==> config.mk <==
export PLATFORM = sky130hd
export DESIGN_NAME = cam_capture_ctrl
export DESIGN_NICKNAME = d
export VERILOG_FILES = /design/src/rtl/cam_pkg.sv /design/src/rtl/cam_sync_edge.sv /design/src/rtl/cam_capture_ctrl.sv
export SDC_FILE = /design/constraint.sdc
export NUM_CORES = 1
export LEC_CHECK = 0
export CORE_AREA = 2 2 63 125
export CTS_CLUSTER_SIZE = 16
export DETAILED_ROUTE_END_ITERATION = 10
export DIE_AREA = 0 0 65 127
export PLACE_DENSITY = 0.87
export SLEW_MARGIN = 20
export SYNTH_ARGS = -nofsm -noshare
export SYNTH_HDL_FRONTEND = slang
export SYNTH_HIERARCHICAL = 1
export SYNTH_SLANG_ARGS = --single-unit
==> constraint.sdc <==
create_clock -name PCLK -period 2.9 [get_ports PCLK]
set_clock_uncertainty 0.2 [all_clocks]
set_input_delay 0.435 -clock PCLK [delete_from_list [all_inputs] [get_ports PCLK]]
set_output_delay 0.435 -clock PCLK [all_outputs]
set_load 0.05 [all_outputs]
==> src/rtl/cam_pkg.sv <==
// rtl/cam_pkg.sv - shared types and helpers for the camera capture sequencer
package cam_pkg;

    typedef enum logic [1:0] {
        IDLE,
        WAIT_SOF,
        CAPTURE,
        DONE
    } cap_state_t;

    localparam int CAM_COLS = 640;
    localparam int CAM_ROWS = 480;

    // Number of active pixels in one frame
    function automatic int unsigned frame_pix(input int unsigned cols, input int unsigned rows);
        return cols * rows;
    endfunction

endpackage

==> src/rtl/cam_sync_edge.sv <==
// rtl/cam_sync_edge.sv - vsync edge detector producing start/end-of-frame pulses
module cam_sync_edge (
    input  logic PCLK,
    input  logic reset,
    input  logic vsync_i,
    output logic sof_o,
    output logic eof_o
);

    logic vsync_q;

    // Previous vsync; resets high so a frame already in progress is not a SOF
    always_ff @(posedge PCLK) begin
        if (reset) begin
            vsync_q <= 1'b1;
        end else begin
            vsync_q <= vsync_i;
        end
    end

    assign sof_o = vsync_i & ~vsync_q;
    assign eof_o = ~vsync_i & vsync_q;

endmodule

==> src/rtl/cam_capture_ctrl.sv <==
// rtl/cam_capture_ctrl.sv - ping-pong frame capture sequencer driving BRAM port A
module cam_capture_ctrl
    import cam_pkg::*;
#(
    parameter int COLS   = CAM_COLS,
    parameter int ROWS   = CAM_ROWS,
    parameter int PIX_W  = 8,
    parameter int ADDR_W = 19
) (
    input  logic              PCLK,
    input  logic              reset,
    input  logic              vsync,
    input  logic              hsync,
    input  logic [PIX_W-1:0]  din,
    input  logic              start,
    input  logic              stop,
    input  logic              continuous,
    input  logic              rd_busy,
    output logic [ADDR_W:0]   wr_addr,
    output logic [PIX_W-1:0]  wr_data,
    output logic              wr_en,
    output logic              buf_sel,
    output logic              busy,
    output logic              frame_done,
    output logic              done_buf,
    output logic              frame_err,
    output logic [15:0]       frame_cnt,
    output logic [7:0]        drop_cnt
);

    localparam logic [ADDR_W:0] FRAME_PIX = (ADDR_W+1)'(frame_pix(COLS, ROWS));

    cap_state_t         state_q, state_d;
    logic [ADDR_W-1:0]  cnt_q, cnt_d, cur_cnt;
    logic               buf_q, buf_d;
    logic               err_q, err_d;
    logic               stop_pend_q, stop_pend_d;
    logic [15:0]        frame_cnt_q, frame_cnt_d;
    logic [7:0]         drop_q, drop_d;
    logic               wr_en_q, wr_en_d;
    logic [ADDR_W:0]    wr_addr_q, wr_addr_d;
    logic [PIX_W-1:0]   wr_data_q, wr_data_d;
    logic               sof, eof, pix_valid, capture_px;

    cam_sync_edge u_sync (
        .PCLK    (PCLK),
        .reset   (reset),
        .vsync_i (vsync),
        .sof_o   (sof),
        .eof_o   (eof)
    );

    assign pix_valid = vsync & hsync;

    // Next-state, pixel write pipeline and frame bookkeeping
    always_comb begin
        state_d     = state_q;
        cnt_d       = cnt_q;
        buf_d       = buf_q;
        err_d       = err_q;
        stop_pend_d = stop_pend_q;
        frame_cnt_d = frame_cnt_q;
        drop_d      = drop_q;
        wr_en_d     = 1'b0;
        wr_addr_d   = wr_addr_q;
        wr_data_d   = wr_data_q;
        capture_px  = 1'b0;
        // The SOF cycle writes pixel 0 even though the counter clears in the same cycle
        cur_cnt     = (state_q == WAIT_SOF) ? '0 : cnt_q;

        case (state_q)
            IDLE: begin
                if (start && !stop) state_d = WAIT_SOF;
            end
            WAIT_SOF: begin
                if (stop) begin
                    state_d = IDLE;
                end else if (sof) begin
                    state_d     = CAPTURE;
                    cnt_d       = '0;
                    err_d       = 1'b0;
                    stop_pend_d = 1'b0;
                    capture_px  = pix_valid;
                end
            end
            CAPTURE: begin
                capture_px = pix_valid;
                if (stop) stop_pend_d = 1'b1;
                if (eof) begin
                    state_d = DONE;
                    if ({1'b0, cnt_q} < FRAME_PIX) err_d = 1'b1;
                end
            end
            DONE: begin
                frame_cnt_d = frame_cnt_q + 16'd1;
                if (rd_busy) begin
                    if (drop_q != 8'hFF) drop_d = drop_q + 8'd1;
                end else begin
                    buf_d = ~buf_q;
                end
                stop_pend_d = 1'b0;
                state_d     = (stop_pend_q || stop || !continuous) ? IDLE : WAIT_SOF;
            end
            default: state_d = IDLE;
        endcase

        if (capture_px) begin
            if ({1'b0, cur_cnt} < FRAME_PIX) begin
                wr_en_d   = 1'b1;
                wr_addr_d = {buf_q, cur_cnt};
                wr_data_d = din;
                cnt_d     = cur_cnt + 1'b1;
            end else begin
                err_d = 1'b1;
            end
        end
    end

    // State and output registers
    always_ff @(posedge PCLK) begin
        if (reset) begin
            state_q     <= IDLE;
            cnt_q       <= '0;
            buf_q       <= 1'b0;
            err_q       <= 1'b0;
            stop_pend_q <= 1'b0;
            frame_cnt_q <= '0;
            drop_q      <= '0;
            wr_en_q     <= 1'b0;
            wr_addr_q   <= '0;
            wr_data_q   <= '0;
        end else begin
            state_q     <= state_d;
            cnt_q       <= cnt_d;
            buf_q       <= buf_d;
            err_q       <= err_d;
            stop_pend_q <= stop_pend_d;
            frame_cnt_q <= frame_cnt_d;
            drop_q      <= drop_d;
            wr_en_q     <= wr_en_d;
            wr_addr_q   <= wr_addr_d;
            wr_data_q   <= wr_data_d;
        end
    end

    assign wr_en      = wr_en_q;
    assign wr_addr    = wr_addr_q;
    assign wr_data    = wr_data_q;
    assign buf_sel    = buf_q;
    assign busy       = (state_q != IDLE);
    assign frame_done = (state_q == DONE);
    assign done_buf   = (state_q == DONE) & buf_q;
    assign frame_err  = err_q;
    assign frame_cnt  = frame_cnt_q;
    assign drop_cnt   = drop_q;

endmodule

==> results of run 1 <==
[final cells by class]
cell class,instances,area share [%]
clock buffers,11,5.17
clock inverters,5,0.720
inverters,12,0.959
multi-input cells,318,40.4
flip-flops and latches,78,33.3
well taps,92,2.45
repair buffers,83,17.1
[state kept, by name (all words and copies together) (netlist names), named ones only]
name / count
buf_sel: 1
cnt_q: 19
drop_cnt: 8
frame_cnt: 16
frame_err: 1
state_q: 1
stop_pend_q: 1
u_sync/vsync_q: 1
wr_addr: 20
wr_data: 8
wr_en: 1
[final timing paths]
path / from / end / slack (ns)
min: wr_addr[13] / wr_addr[13] / 0.25
max: flop / done_buf / 0.11
max reg2reg: flop / cnt_q[16] / 0.22
min reg2reg: wr_addr[13] / wr_addr[13] / 0.25
[tightest hold or removal path, cell delays in order (launching register included)]
cell and delay, ns:
dfxtp_1 0.30, nand2_1 0.05, a21oi_1 0.05
[metrics by stage]
stage          total power, W  util, %  setup slack [ns]
3_3_place_gp          0.00128     61.3             0.352
2_1_floorplan         0.00122        -             0.299
5_1_grt               0.00237     65.1            0.0190
6_report              0.00230     65.1             0.106
4_1_cts               0.00232     65.1             0.102
3_5_place_dp          0.00128     61.3             0.256
[per-layer routing]
metal | global-route usage [%] | vias to the layer above | routed length (um)
li1 | - | 1645 | -
met1 | 25.4 | 1599 | 3400
met2 | 46.6 | 118 | 5420
met3 | 6.69 | 40 | 447
met4 | 18.0 | 0 | 618
met5 | 0 | - | 0
[power groups by stage]
stage,Clock [W],Combinational [W],Sequential (W)
3_3_place_gp,0,0.000173,0.00111
3_5_place_dp,0,0.000175,0.00111
5_1_grt,0.00110,0.000195,0.00108
6_report,0.00104,0.000177,0.00108
4_1_cts,0.00106,0.000177,0.00108
2_1_floorplan,0,0.000115,0.00111
[layout by cell type, fill, tap and decap left out, types with 2 or more instances in the layout]
| master | count |
|---|---|
| nand3_1 | 14 |
| nor2_1 | 35 |
| dfxtp_1 | 78 |
| or3_1 | 10 |
| and3_2 | 2 |
| buf_4 | 10 |
| ha_1 | 8 |
| nor4_1 | 3 |
| xor2_1 | 13 |
| a31oi_1 | 5 |
| clkinv_2 | 2 |
| a32o_1 | 2 |
| and2_1 | 2 |
| a21oi_1 | 47 |
| mux2i_1 | 3 |
| inv_1 | 12 |
| xnor2_1 | 7 |
| nand2b_1 | 4 |
| o21ai_0 | 17 |
| or2b_1 | 2 |
| nand2_1 | 63 |
| a22o_1 | 2 |
| o22ai_1 | 3 |
| nand4_1 | 12 |
| and3_1 | 4 |
| a211oi_1 | 2 |
| nor2b_1 | 8 |
| clkinvlp_4 | 2 |
| o211a_1 | 2 |
| clkbuf_16 | 9 |
| nand3b_1 | 10 |
| clkdlybuf4s50_1 | 72 |
| nor3_1 | 7 |
[cells by family after synthesis]
family / after synthesis / share of synthesized area (%)
and+or+nand+nor: 192 / 27.8
buffers and inverters: 32 / 4.40
adders and majority gates: 8 / 2.77
xor gates and xnor gates: 20 / 4.85
AOI/OAI and AO/OA: 95 / 16.1
muxes: 3 / 0.831
DFF: 78 / 43.2
==> run_results.csv, run 1 <==
group,metric,value,unit
timing,slew_headroom,63.0,%
timing,rsz0062_at_grt,"no",
power_and_ir_drop,switching_share,23.7,%
power_and_ir_drop,combPwrFrac,7.7,%
place,dpl_cell_area,0.00442,mm^2
global_route,grt_overflow,0,
timing,finalHoldViolCount,0,
place,io_buffers,73,
floorplan,die-area,0.00826,mm^2
critical_path,path_cells,"ha_1 > and2_1 > clkdlybuf4s50_1",
timing,fmax,358,MHz
hold_path,hold_depth,2,
floorplan,io_pins,74,
critical_path,critPathBufInv,1,
clock_tree,clockBufferDepth,2,
floorplan,die_x,65,um
global_route,track_usage,26.1,%
critical_path,cp.arrival,2.16,ns
global_route,antenna_found_initial,0,
critical_path,end_kind,"output port",
power_and_ir_drop,ir_drop,0.463,mV
clock_tree,post-cts-setup-buffers,0,
finish,final_cells,599,
clock_tree,ctsHoldBuffers,0,
timing,hold_ws,0.248,ns
timing,slew_viol_final,0,
synthesis,ys_seq_area_share,43.2,%
timing,finalCriticalPeriod,2.79,ns
clock_tree,path_clk_slew,0.06,ns
hold_path,hold_class,"flop to flop",
route,drc,0,
finish,fillers,606,
power_and_ir_drop,pwr-share-clk,45.2,%
synthesis,ys_types,64,
clock_tree,post_cts_resized,0,
synthesis,synthArstFlopShare,0,%
place,post-dp-hpwl,7440,um
route,vias,3402,
synthesis,ys_top_cells_by_area,"dfxtp_1, nand2_1, a21oi_1",
timing,min_period_over_period,96.4,%
route,drtPass1Iterations,4,
finish,drive_above_1_share,8.88,%
run,maxCapViolCount,0,
place,place_inst,583,
critical_path,crit_cells,3,
critical_path,path_delay_family,"buffers and inverters",
synthesis,ys.flop_type,"dfxtp_1",
critical_path,ff2ff_path_depth,8,
critical_path,slowest_stage,"clkdlybuf4s50_1",
global_route,grt_pass1_wl,16500,um
route,first_iter_violations,169,
timing,worst_pin_slew,0.553,ns
floorplan,coreArea,0.00721,mm^2
global_route,grt_pass1_vias,3396,
outcome,status,"completed",
critical_path,cpPeakStageDelay,0.80,ns
critical_path,required,2.27,ns
finish,final_nets,526,
synthesis,syn_area,0.00361,mm^2
finish,multiInputGateArea,0.00190,mm^2
critical_path,path_class,"flop to output port",
power_and_ir_drop,p_int,0.00176,W
finish,diodes,0,
power_and_ir_drop,power_leakage,1.64,nW
clock_tree,worst_skew_pair.late_latency,0.34,ns
synthesis,yosysTopAreaCellShare,43.2,%
clock_tree,cts_tree,"yes",
global_route,grt_max_degree,51,
finish,finalInstanceArea,0.00469,mm^2
synthesis,netlist_instances,428,
timing,setup_violations,0,
synthesis,avgSynthCellArea,8.44,um^2
synthesis,yosys_warnings,6,
clock_tree,cts_made_buffers,9,
synthesis,yosysTopAreaCell,"dfxtp_1",
power_and_ir_drop,p_per_area,490,mW/mm^2
synthesis,syn_nets,452,
synthesis,synth-edff-count,0,
floorplan,num_rows,44,
power_and_ir_drop,p_switching,0.000546,W
route,ant_nets,0,
floorplan,die_h,127,um
timing,setup-tns-final,0,ns
route,post_drt_wl_per_cell,16.5,um
finish,register_area,0.00156,mm^2
critical_path,critPathLaunchType,"flop",
route,routed_wl,9890,um
critical_path,path_max_fanout,11,
synthesis,synth_commonest_cells,"dfxtp_1, nand2_1, a21oi_1, nor2_1, o21ai_0",
clock_tree,cts_root_buffer,"clkbuf_16",
synthesis,ys_seq_elements,78,
place,gp_congestion,0.984,
finish,area_growth,29.9,%
power_and_ir_drop,seqPwrFrac,47.0,%
synthesis,yosys.cell_count.top_type,"dfxtp_1",
route,drt-vias-per-instance,5.68,
clock_tree,htreeDepth,3,
clock_tree,clock_sinks,78,
floorplan,initial_core_util,50.1,%
No activity file was read; power rests on OpenSTA's default activity.
==> run 2: changes to the inputs <==
--- a/config.mk
+++ b/config.mk
@@ -5,12 +5,11 @@
 export SDC_FILE = /design/constraint.sdc
 export NUM_CORES = 1
 export LEC_CHECK = 0
-export CORE_AREA = 2 2 63 125
+export CORE_AREA = 2 2 75 149
 export CTS_CLUSTER_SIZE = 16
 export DETAILED_ROUTE_END_ITERATION = 10
-export DIE_AREA = 0 0 65 127
-export PLACE_DENSITY = 0.87
-export SLEW_MARGIN = 20
+export DIE_AREA = 0 0 77 151
+export PLACE_DENSITY = 0.67
 export SYNTH_ARGS = -nofsm -noshare
 export SYNTH_HDL_FRONTEND = slang
 export SYNTH_HIERARCHICAL = 1
==> run 2 against run 1 <==
First-iteration DRC count up 59%. Combinational power up 5%. Global-route usage down 9.0 points. Core utilization down 19 points. Clock power up 11%. Largest power group is now the clock network. Total power up 5.2%. Register-to-register slack worse by 0.04 ns. Highest routed layer unchanged. Via count down 1.5%. Critical path type is now flop to flop.
==> run_results.csv, run 2 (synthesis results as in run 1) <==
group,metric,value,unit
outcome,status,"completed",
timing,finalCriticalPeriod,2.72,ns
critical_path,required,2.92,ns
global_route,grt_max_degree,48,
critical_path,slowest_stage,"or4_4",
timing,worst_pin_slew,0.690,ns
clock_tree,clock_sinks,78,
timing,fmax,368,MHz
clock_tree,cts_tree,"yes",
finish,drive_above_1_share,9.63,%
power_and_ir_drop,p_total,0.00242,W
hold_path,hold_class,"input port to flop",
critical_path,critPathLaunchType,"flop",
critical_path,cp.arrival,2.74,ns
critical_path,cpPeakStageDelay,0.58,ns
power_and_ir_drop,pwr-share-clk,47.6,%
place,post-dp-hpwl,7020,um
finish,most-common-layout-cells,"dfxtp_1, clkdlybuf4s50_1, nand2_1",
timing,rsz0062_at_grt,"no",
power_and_ir_drop,seqPwrFrac,44.7,%
finish,final_nets,528,
finish,final_cells,646,
critical_path,path_max_fanout,27,
place,io_buffers,73,
floorplan,initial_core_util,34.5,%
power_and_ir_drop,switching_share,24.2,%
route,drtPass1Iterations,6,
clock_tree,clockBufferDepth,2,
route,vias,3351,
route,ant_nets,0,
global_route,grt_pass1_wl,15900,um
floorplan,io_pins,74,
route,first_iter_violations,269,
clock_tree,cts_made_buffers,9,
place,place_inst,630,
route,drc,0,
global_route,antenna_found_initial,0,
finish,largest_reg_flops,20,
global_route,track_usage,17.1,%
power_and_ir_drop,p_per_area,503,mW/mm^2
timing,finalHoldViolCount,0,
run,maxCapViolCount,0,
floorplan,die_x,77,um
finish,final_common_cell,"dfxtp_1",
critical_path,end_kind,"flop",
timing,setup_violations,0,
floorplan,die_h,151,um
power_and_ir_drop,p_int,0.00183,W
route,drt-vias-per-instance,5.19,
power_and_ir_drop,power_leakage,1.65,nW
power_and_ir_drop,combPwrFrac,7.6,%
clock_tree,path_clk_slew,0.06,ns
floorplan,coreArea,0.0105,mm^2
route,post_drt_wl_per_cell,14.8,um
finish,fillers,1057,
floorplan,num_rows,53,
critical_path,path_cells,"inv_1 > ha_1 > buf_12 > nor2b_1 > ha_2 > nand3_4 > or4_4 > a21oi_1 > o22ai_1",
finish,area_growth,33.3,%
timing,min_period_over_period,93.8,%
power_and_ir_drop,ir_drop,0.364,mV
clock_tree,htreeDepth,3,
timing,slew_headroom,53.9,%
global_route,grt_overflow,0,
clock_tree,cts_root_buffer,"clkbuf_16",
timing,slew_viol_final,0,
route,routed_wl,9570,um
finish,diodes,0,
clock_tree,ctsHoldBuffers,0,
global_route,grt_pass1_vias,3326,
place,gp_congestion,0.837,
clock_tree,worst_skew_pair.late_latency,0.34,ns
floorplan,die-area,0.0116,mm^2
critical_path,path_class,"flop to flop",
power_and_ir_drop,p_switching,0.000587,W
timing,hold_ws,0.150,ns
[run 2: final timing paths]
kind | startpoint | to | slack (ns) | depth (start not counted)
min | reset | cnt_q[8] | 0.15 | 2
min reg2reg | wr_addr[14] | wr_addr[14] | 0.25 | 2
max | flop | cnt_q[16] | 0.18 | 9
max reg2reg | flop | cnt_q[16] | 0.18 | 9
[run 2: per-stage QoR]
step / TNS (ns) / setup WS (ns) / util [%] / cell area, um^2
finish: 0 / 0.180 / 46.0 / 4820
global route: 0 / 0.0666 / 46.0 / 4820
CTS: 0 / 0.0664 / 45.9 / 4810
detailed placement: -0.454 / -0.135 / 43.0 / 4500
global placement: -0.0505 / -0.0505 / 43.0 / 4500
floorplan: 0 / 0.299 / - / 3610
[run 2: power by group through the flow]
stage / clock (W) / combinational (W) / sequential [W]
2_1_floorplan: 0 / 0.000115 / 0.00111
3_3_place_gp: 0 / 0.000180 / 0.00111
3_5_place_dp: 0 / 0.000184 / 0.00111
4_1_cts: 0.00118 / 0.000185 / 0.00108
5_1_grt: 0.00123 / 0.000201 / 0.00108
6_report: 0.00115 / 0.000185 / 0.00108
[run 2: final cells by class]
| class | instances | area, um^2 | share of cell area (%) |
|---|---|---|---|
| inverters | 12 | 45.0 | 0.935 |
| multi-input cells | 318 | 1900 | 39.5 |
| repair buffers | 85 | 828 | 17.2 |
| flip-flops and latches | 78 | 1560 | 32.4 |
| clock buffers | 9 | 225 | 4.68 |
| clock inverters | 7 | 81.3 | 1.69 |
| well taps | 137 | 171 | 3.56 |
[run 2: what timing repair did]
| action | CTS | global route |
|---|---|---|
| endpoints found under the setup margin | 0 | 26 |
| setup buffers | 0 | 0 |
| gates resized for setup | 0 | 2 |
[run 2: critical path: cells and delay by family (launching register included)]
kind / cells / cell delay, ns
AND/OR/NAND/NOR: 3 / 0.89
buffers and inverters: 2 / 0.29
adder cells (fa/ha/maj): 2 / 0.57
flip-flops: 1 / 0.39
AO/OA/AOI/OAI: 2 / 0.25
[run 2: routing by layer]
layer  vias to the layer above  track usage [%]  part of all wire [%]
met5                         -                0                     0
met4                         0             10.4                   3.9
met3                        24             3.87                   4.3
met2                       113             31.4                    55
met1                      1563             17.5                    37
li1                       1651                -                     -
